[src/rtl/cam_pwr_pkg.sv]
// Shared types and 10 MHz default timing for the camera power sequencer.
// State values double as the debug encoding exported on state_o.
package cam_pwr_pkg;

  typedef enum logic [2:0] {
    ST_OFF      = 3'd0,
    ST_PWR_WAIT = 3'd1,
    ST_PWDN_LOW = 3'd2,
    ST_RST_HIGH = 3'd3,
    ST_INIT     = 3'd4,
    ST_READY    = 3'd5,
    ST_RECOVER  = 3'd6,
    ST_SHUTDOWN = 3'd7
  } cam_state_e;

  // Delays in 10 MHz cycles: ~5 ms, 1.3 ms, 21 ms, ~100 us
  localparam int unsigned DEF_T_PWDN    = 53248;
  localparam int unsigned DEF_T_RST     = 13107;
  localparam int unsigned DEF_T_INIT    = 209715;
  localparam int unsigned DEF_T_OFF     = 1024;
  localparam int unsigned DEF_MAX_RETRY = 3;
  localparam int unsigned DEF_CNT_W     = 18;

  function automatic int unsigned retry_w(input int unsigned max_retry);
    return (max_retry < 1) ? 1 : $clog2(max_retry + 1);
  endfunction

  localparam int unsigned DEF_RETRY_W = retry_w(DEF_MAX_RETRY);

endpackage

[src/rtl/cam_power_seq.sv]
// Power-up / shutdown / retry sequencer for NUM_CAM sensors sharing one timer.
// Next state and next pin values are decoded combinationally, then registered together.
module cam_power_seq
  import cam_pwr_pkg::*;
#(
  parameter int unsigned NUM_CAM   = 2,
  parameter int unsigned T_PWDN    = DEF_T_PWDN,
  parameter int unsigned T_RST     = DEF_T_RST,
  parameter int unsigned T_INIT    = DEF_T_INIT,
  parameter int unsigned T_OFF     = DEF_T_OFF,
  parameter int unsigned MAX_RETRY = DEF_MAX_RETRY,
  parameter int unsigned CNT_W     = DEF_CNT_W
) (
  input  logic               clk_10M,
  input  logic               reset,
  input  logic               enable,
  input  logic [NUM_CAM-1:0] cam_en,
  input  logic               init_done,
  input  logic               init_fail,
  output logic [NUM_CAM-1:0] cam_pwdn,
  output logic [NUM_CAM-1:0] cam_rstn,
  output logic               initial_en,
  output logic               ready,
  output logic               fault,
  output logic [2:0]         state_o
);

  localparam int unsigned RETRY_W = retry_w(MAX_RETRY);

  localparam logic [CNT_W-1:0]   PWDN_LAST = CNT_W'(T_PWDN - 1);
  localparam logic [CNT_W-1:0]   RST_LAST  = CNT_W'(T_RST - 1);
  localparam logic [CNT_W-1:0]   INIT_LAST = CNT_W'(T_INIT - 1);
  localparam logic [CNT_W-1:0]   OFF_LAST  = CNT_W'(T_OFF - 1);
  localparam logic [CNT_W-1:0]   TIMER_MAX = '1;
  localparam logic [RETRY_W-1:0] RETRY_MAX = RETRY_W'(MAX_RETRY);

  cam_state_e         state, state_nxt;
  logic [CNT_W-1:0]   timer;
  logic [RETRY_W-1:0] retry_cnt;
  logic [NUM_CAM-1:0] en_mask;
  logic               go_fault;
  logic [NUM_CAM-1:0] pwdn_nxt, rstn_nxt;

  // NOTE: every signal driven here gets a default first, so no path can leave it unassigned and infer a latch.
  always_comb begin
    state_nxt = state;
    go_fault  = 1'b0;
    if (state != ST_OFF && state != ST_SHUTDOWN && !enable) begin
      state_nxt = ST_SHUTDOWN;
    end else begin
      case (state)
        ST_OFF:      if (enable && !fault) state_nxt = ST_PWR_WAIT;
        ST_PWR_WAIT: if (timer == PWDN_LAST) state_nxt = ST_PWDN_LOW;
        ST_PWDN_LOW: if (timer == RST_LAST) state_nxt = ST_RST_HIGH;
        ST_RST_HIGH: if (timer == INIT_LAST) state_nxt = ST_INIT;
        ST_INIT: begin
          // A failure outranks a simultaneous success
          if (init_fail) begin
            if (retry_cnt >= RETRY_MAX) begin
              state_nxt = ST_OFF;
              go_fault  = 1'b1;
            end else begin
              state_nxt = ST_RECOVER;
            end
          end else if (init_done) begin
            state_nxt = ST_READY;
          end
        end
        ST_READY:    state_nxt = ST_READY;
        ST_RECOVER:  if (timer == OFF_LAST) state_nxt = ST_PWR_WAIT;
        ST_SHUTDOWN: if (timer == OFF_LAST) state_nxt = ST_OFF;
      endcase
    end

    // Pins follow the state being entered; masked sensors stay powered down in reset
    pwdn_nxt = '1;
    rstn_nxt = '0;
    case (state_nxt)
      ST_PWDN_LOW, ST_RECOVER, ST_SHUTDOWN: pwdn_nxt = ~en_mask;
      ST_RST_HIGH, ST_INIT, ST_READY: begin
        pwdn_nxt = ~en_mask;
        rstn_nxt = en_mask;
      end
      default: ;
    endcase
  end

  // NOTE: all state uses non-blocking assignments so every register samples pre-edge values.
  always_ff @(posedge clk_10M or posedge reset) begin
    if (reset) begin
      state      <= ST_OFF;
      timer      <= '0;
      retry_cnt  <= '0;
      en_mask    <= '0;
      fault      <= 1'b0;
      cam_pwdn   <= '1;
      cam_rstn   <= '0;
      initial_en <= 1'b0;
      ready      <= 1'b0;
    end else begin
      state <= state_nxt;

      if (state_nxt != state)     timer <= '0;
      else if (timer != TIMER_MAX) timer <= timer + 1'b1;

      if (state == ST_OFF) begin
        retry_cnt <= '0;
        if (!enable)    fault   <= 1'b0;
        else if (!fault) en_mask <= cam_en;
      end
      if (state == ST_INIT && state_nxt == ST_RECOVER) retry_cnt <= retry_cnt + 1'b1;
      if (go_fault) fault <= 1'b1;

      cam_pwdn   <= pwdn_nxt;
      cam_rstn   <= rstn_nxt;
      initial_en <= (state_nxt == ST_INIT);
      ready      <= (state_nxt == ST_READY);
    end
  end

  assign state_o = state;

endmodule
[config.mk]
export PLATFORM = sky130hd
export DESIGN_NAME = cam_power_seq
export DESIGN_NICKNAME = d
export VERILOG_FILES = /design/src/rtl/cam_pwr_pkg.sv /design/src/rtl/cam_power_seq.sv
export SDC_FILE = /design/constraint.sdc
export NUM_CORES = 1
export LEC_CHECK = 0
export ABC_AREA = 0
export BUFFER_PORTS_ARGS = -buffer_cell sky130_fd_sc_hd__buf_4
export CORE_MARGIN = 5
export CORE_UTILIZATION = 50
export CTS_CLUSTER_SIZE = 20
export DETAILED_ROUTE_END_ITERATION = 10
export GPL_TIMING_DRIVEN = 0
export PLACE_DENSITY = 0.67
export SYNTH_ARGS = -nofsm -noshare
export SYNTH_HDL_FRONTEND = slang
export SYNTH_SLANG_ARGS = --single-unit
export TNS_END_PERCENT = 20
[constraint.sdc]
create_clock -name clk_10M -period 3.94 [get_ports clk_10M]
set_input_delay 0.197 -clock clk_10M [delete_from_list [all_inputs] [get_ports clk_10M]]
set_output_delay 0.197 -clock clk_10M [all_outputs]
set_load 0.05 [all_outputs]
; ---- Word-level counts from Yosys, hierarchy flattened
; Cells that the tools add are included.
[word_totals]
input_bits = 7
output_inout_bits = 10
elab_cells = 74
ff_bits = 32
[classes]
n_lt_le_gt_ge = 1
addsub = 2
n_eq_ne = 21
reduce_logical = 15
n_mux = 24
n_bitwise = 2
[op_table]
columns = operator, count
row1 = $mux W18, 2
row2 = $mux W3, 10
row3 = $eq A3 B3 Y1 const B, 8
row4 = $pmux W3 S8, 1
row5 = $add A18 B1 Y18 const B, 1
row6 = $eq A18 B10 Y1 const B, 1
row7 = $eq A18 B14 Y1 const B, 1
row8 = $eq A18 B16 Y1 const B, 1
row9 = $eq A18 B18 Y1 const B, 1
row10 = $ne A18 B18 Y1 const B, 1
row11 = $eq A3 B2 Y1 const B, 4
row12 = $mux W2, 4
row13 = $mux W1, 7
row14 = $reduce_bool A2 Y1, 3
row15 = $reduce_or A6 Y1, 1
row16 = $logic_and A1 B1 Y1, 4
row17 = $eq A3 B1 Y1 const B, 1
row18 = $logic_not A3 Y1, 1
row19 = $ne A3 B3 Y1, 1
row20 = $ne A3 B3 Y1 const B, 1
row21 = $reduce_and A3 Y1, 1
row22 = $reduce_bool A3 Y1, 1
row23 = $reduce_or A3 Y1, 1
row24 = $add A2 B1 Y2 const B, 1
row25 = 6 further kinds, 7

; ---- Longest topological paths before layout
[logic_depth]
ltp_word = 8
ltp_mapped = 10
depth_no_buf = 9

; ---- Least setup slack after synthesis
; OpenSTA, ideal clock, no wires.
[synth_path]
kind = reg2reg
start = register timer[0]
end = register timer[17]
n_path_buf = 1
arrival_ns = 2.535
required_time_ns = 3.818
setup_time_ns = 0.122
path_stages_with_launch = 10
synth_period_minus_slack_ns = 2.657
setup_slack_ns = 1.283
path_cell_list = dfrtp_1 inv_1 ha_1 or3b_2 or4_4 o2111ai_1 a211oi_4 xnor2_2 buf_6 nor3_2
[synth_via]
elab_chain_len = 6
word_cells_on_any_way = 17
cone_classes = add/sub (1) / eq/ne (6) / mux (9) / reduce/logical (1)
[synth_lines]
columns = item, line_no
row1 = from (decl), cam_power_seq.sv:38  ; logic [CNT_W-1:0] timer;
row2 = from (signal assigned), cam_power_seq.sv:104  ; else if (timer != TIMER_MAX) timer <= timer + 1'b1;
row3 = "$eq A18 B10 Y1, or another cell as far along", "cam_power_seq.sv:70, cam_power_seq.sv:71"
row4 = $mux W3 (on tied branches), --
row5 = $pmux W3 S8, cam_power_seq.sv:51  ; case (state)
row6 = $mux W3, cam_power_seq.sv:48  ; if (state != ST_OFF && state != ST_SHUTDOWN && !enable) begin
row7 = $ne A3 B3 Y1, cam_power_seq.sv:103  ; if (state_nxt != state) timer <= '0;
row8 = $mux W18 / $reduce_bool A2 Y1 (equally long branches), --
; Parallel ways exist; a longest one is shown, timed or not. The select of a mux whose other input is x is not followed.
; A chain may end at the register's enable or synchronous reset.

; ---- Worst setup path after layout
[layout_path]
start = register timer[10]
end = register timer[15]
; The elaborated chain is that of the path after synthesis.

==> summary.md <==
Static timing analysis puts the maximum clock frequency at 0.340 GHz. TritonCTS built the clock tree. The floorplan has 22 rows. The actual transition at the worst max-transition pin is 0.805 ns. Across all setup checks in the final design, the least slack found is 0.999 ns. Via count of the first global-routing pass: 1,559. The count of flip-flops with a built-in enable after synthesis was 0; the average wire length per cell after detail routing was 14.7 um. The worst-case headroom to the max-slew limit was 0.459; the global-route track usage on met3 was 0.0471.

Half-perimeter wire length of the detailed placement result: 2830 um. For this run the aggregate overflow at the end of global routing stands at 0. The chip width was 72.1 um; the number of buffers inserted to repair setup after CTS was 0. The worst setup path is launched from a register. Count of antenna diodes in the layout: 0. The synthesized area per cell was 9.95 um2.

CTS built an H-tree with a depth of 2. Summed over all instances, the cell type with the most area after synthesis is dfrtp_1. The mean number of vias per cell is 5.79, and the number of top-level pins is 17. Counting every net in the synthesized netlist gives 204. The proportion of layout cells with a drive suffix above 1 was 0.259. For the met1 capacity usage during global routing, the log shows 0.201. The post-cts resize count was 0; the number of design rule violations left after detail routing was 0.

Clock latency on the worst-skew pair, taken at its later pin, is 0.28 ns. In this run the most used layer during global routing was met2. The most used flip-flop cell after synthesis is dfrtp_1. The final layout contains 229 nets. In this run the power density over the cells is 662 nW/um2. The global-route total usage across every layer is 0.170, and the post-route setup TNS is 0 ns.

At the worst endpoint, the arrival time is 3.15 ns. The logs give 54 for the number of different library cells in the post-synthesis netlist and 344 for the number of filler cells placed in the layout. For the power after layout, the log shows 1.50 mW. The tools report the library cell used as clock root buffer as clkbuf_8.

The critical path is of the register to register type. For the number of synthesis warnings, the log shows 0. After clock tree synthesis, the clock-pin slew on the worst setup and hold paths is 0.07 ns. The final route contains 1,552 vias.

Setup repair after global routing left no endpoint under its margin. The analysis attributes to cell leakage a power of 0.959 nW. Once placement completed, the tool counted placed cells totaling 258. The tools report the final clock skew as 0.00688 ns. In this run, CTS created clock tree buffers numbering 5. Entering global routing, the biggest net connects 33 pins. During placement, the flow inserted port buffers numbering 16. The number of antenna violations at the first check in global routing was 0; the max-cap violation count was 0. Summing all placed instances gives a cell area of 2110 um2. Data on the critical path is required at its endpoint by 4.14 ns. At the end of routability-driven placement, the weighted congestion stood at 0.867.

The floorplan step defined a die boundary enclosing 5200 um2. The area of the core region came out at 3690 um2. The gate count after technology mapping was 194; the fraction of the cycle the final worst path needs was 0.746. The worst setup path is captured at a register. The logs give 4 for the iteration count of the initial detailed-routing pass and 0.523 for the initial cell density of the core. The share of the synthesized area in the top cell type is 0.389.

In this run, the number of DRC markers left after iteration 0 of detailed routing was 146. The minimum period implied by the final worst setup slack came out at 2.94 ns. The share of synthesized registers carrying an async set or reset came out at 1.00. The first global-routing pass estimated 7020 um of wire. Wires add up to 3930 um. The count of nets left with antenna violations once routing finished came out at 0. Excluding fillers, the count of instances in the completed layout stands at 268. The tools report the portion of the post-synthesis area used by sequential elements as 0.416. The synthesis-to-layout area growth is 17.0%, and the pre-CTS setup slack is 1.03 ns.

Of all nets on the critical path, the largest fanout is 10. The run gives 0 as the final count of pins violating max slew. The global-route met2 utilization came out at 0.285. The run gives 0 as the hold violation total from the final report. The flow ran to the end, and the final reports show no timing, DRC or antenna violations.

The die is 72.1 um tall. The run gives 0 as the hold-fix buffer count after cts. The logs give 2260 um2 for the final instance area and 0 for the number of endpoints failing setup at the final stage.

Counting flops and latches in the post-synthesis netlist gives 32. Yosys attributes the largest share of cell area to dfrtp_1 39%, nor3_2 4.7%, xor2_1 4.1%. Maximum buffer depth of the clock tree: 2. The clock net in this run drives a total of 32 sinks.

IR analysis of the VDD net gives a maximum drop of 0.472 mV. The tightest min-delay check is of the input port to register type. After synthesis the cells add up to 1930 um2.
[layout by cell type, fill, tap and decap left out, types with 4 or more instances in the layout]
cell | synthesis | final
and3_1 | 7 | 7
buf_4 | 0 | 16
buf_6 | 4 | 4
clkbuf_8 | 0 | 5
dfrtp_1 | 30 | 30
inv_1 | 7 | 6
nand2_1 | 12 | 12
nand3_1 | 9 | 9
nand4_1 | 6 | 6
nor2_1 | 19 | 19
nor3_1 | 9 | 9
nor3_2 | 9 | 9
nor4_1 | 4 | 4
o21ai_0 | 7 | 7
xor2_1 | 9 | 9
[registers in the layout, indices dropped and copies added (netlist names)]
signal,cells
cam_pwdn,2
cam_rstn,2
en_mask,2
fault,1
initial_en,1
ready,1
retry_cnt,2
state_o,3
timer,18
[stage by stage]
stage | hold slack, ns | utilization
6_report | 0.143 | 0.613
5_1_grt | 0.148 | 0.613
4_1_cts | 0.138 | 0.602
3_5_place_dp | 0.435 | 0.572
3_3_place_gp | 0.422 | 0.572
2_1_floorplan | 0.312 | -
[power by group]
part	switching, mW	leakage, nW	internal, mW	total (mW)
Combinational	0.492	0.485	0.260	0.752
Sequential	0.0406	0.420	0.390	0.430
Clock	0.127	0.0541	0.187	0.314
Total	0.660	0.959	0.837	1.50
[layer usage]
| metal | vias up | part of all wire |
|---|---|---|
| met5 | - | 0 |
| met4 | 0 | 0.016 |
| met3 | 10 | 0.060 |
| met2 | 52 | 0.49 |
| met1 | 725 | 0.43 |
| li1 | 765 | - |
[Yosys cell counts (2+ instances only)]
cell,count
xnor2_1,3
o21ai_0,7
nor2_1,19
or4_1,3
o2111ai_1,2
a31oi_1,2
nor4_1,4
xor2_1,9
a211o_1,2
o31ai_1,2
ha_1,3
nand3b_1,2
nand3_1,9
dfrtp_1,30
mux2_2,2
and4_1,3
nand4_1,6
or4_4,2
inv_1,7
nor2_2,2
a21oi_1,2
nor3b_1,2
nand2_1,12
and3_1,7
nor3_1,9
nor3_2,9
mux2i_1,2
buf_6,4
nor2b_1,2
dfstp_2,2
[path summary, 6_finish.rpt]
kind	from	endpoint	slack, ns	cells after the start
worst min-delay path	cam_en[0]	en_mask[0]$_DFFE_PP0P_	0.14	2
worst min register to register	en_mask[1]$_DFFE_PP0P_	cam_pwdn[1]$_DFF_PP1_	0.44	1
min in group asynchronous	reset	timer[6]$_DFFE_PP0P_	0.48	3
worst max-delay path	timer[10]$_DFFE_PP0P_	timer[15]$_DFFE_PP0P_	1.0	8
max in group asynchronous	reset	cam_pwdn[1]$_DFF_PP1_	2.95	4
worst max register to register	timer[10]$_DFFE_PP0P_	timer[15]$_DFFE_PP0P_	1.0	8
[layout make-up]
class	count	area (um2)	area share
multi-input cells	149	1040	0.462
inverters	7	26.3	0.0116
flip-flops and latches	32	803	0.355
well taps	48	60.1	0.0266
plain buffers	6	56.3	0.0249
clock buffers	5	68.8	0.0305
repair buffers	18	158	0.0698
clock inverters	3	42.5	0.0188
[worst max-delay path, stage by stage (launching register included)]
cell	delay, ns
dfrtp_1	0.41
or4_1	0.58
nor3_1	0.27
a21boi_1	0.15
or4_4	0.46
nor2_1	0.28
o311ai_2	0.27
buf_6	0.27
nor3_2	0.17
[cell families after synthesis]
kind of cell | Yosys count | share of synthesized area
XOR/XNOR | 13 | 0.0629
flip-flops | 32 | 0.416
AND/OR/NAND/NOR | 100 | 0.318
multiplexers | 4 | 0.0220
adder cells (fa/ha/maj) | 3 | 0.0194
AO/OA/AOI/OAI | 29 | 0.119
buffers and inverters | 13 | 0.0428
Power figures use the tool's default switching activity.
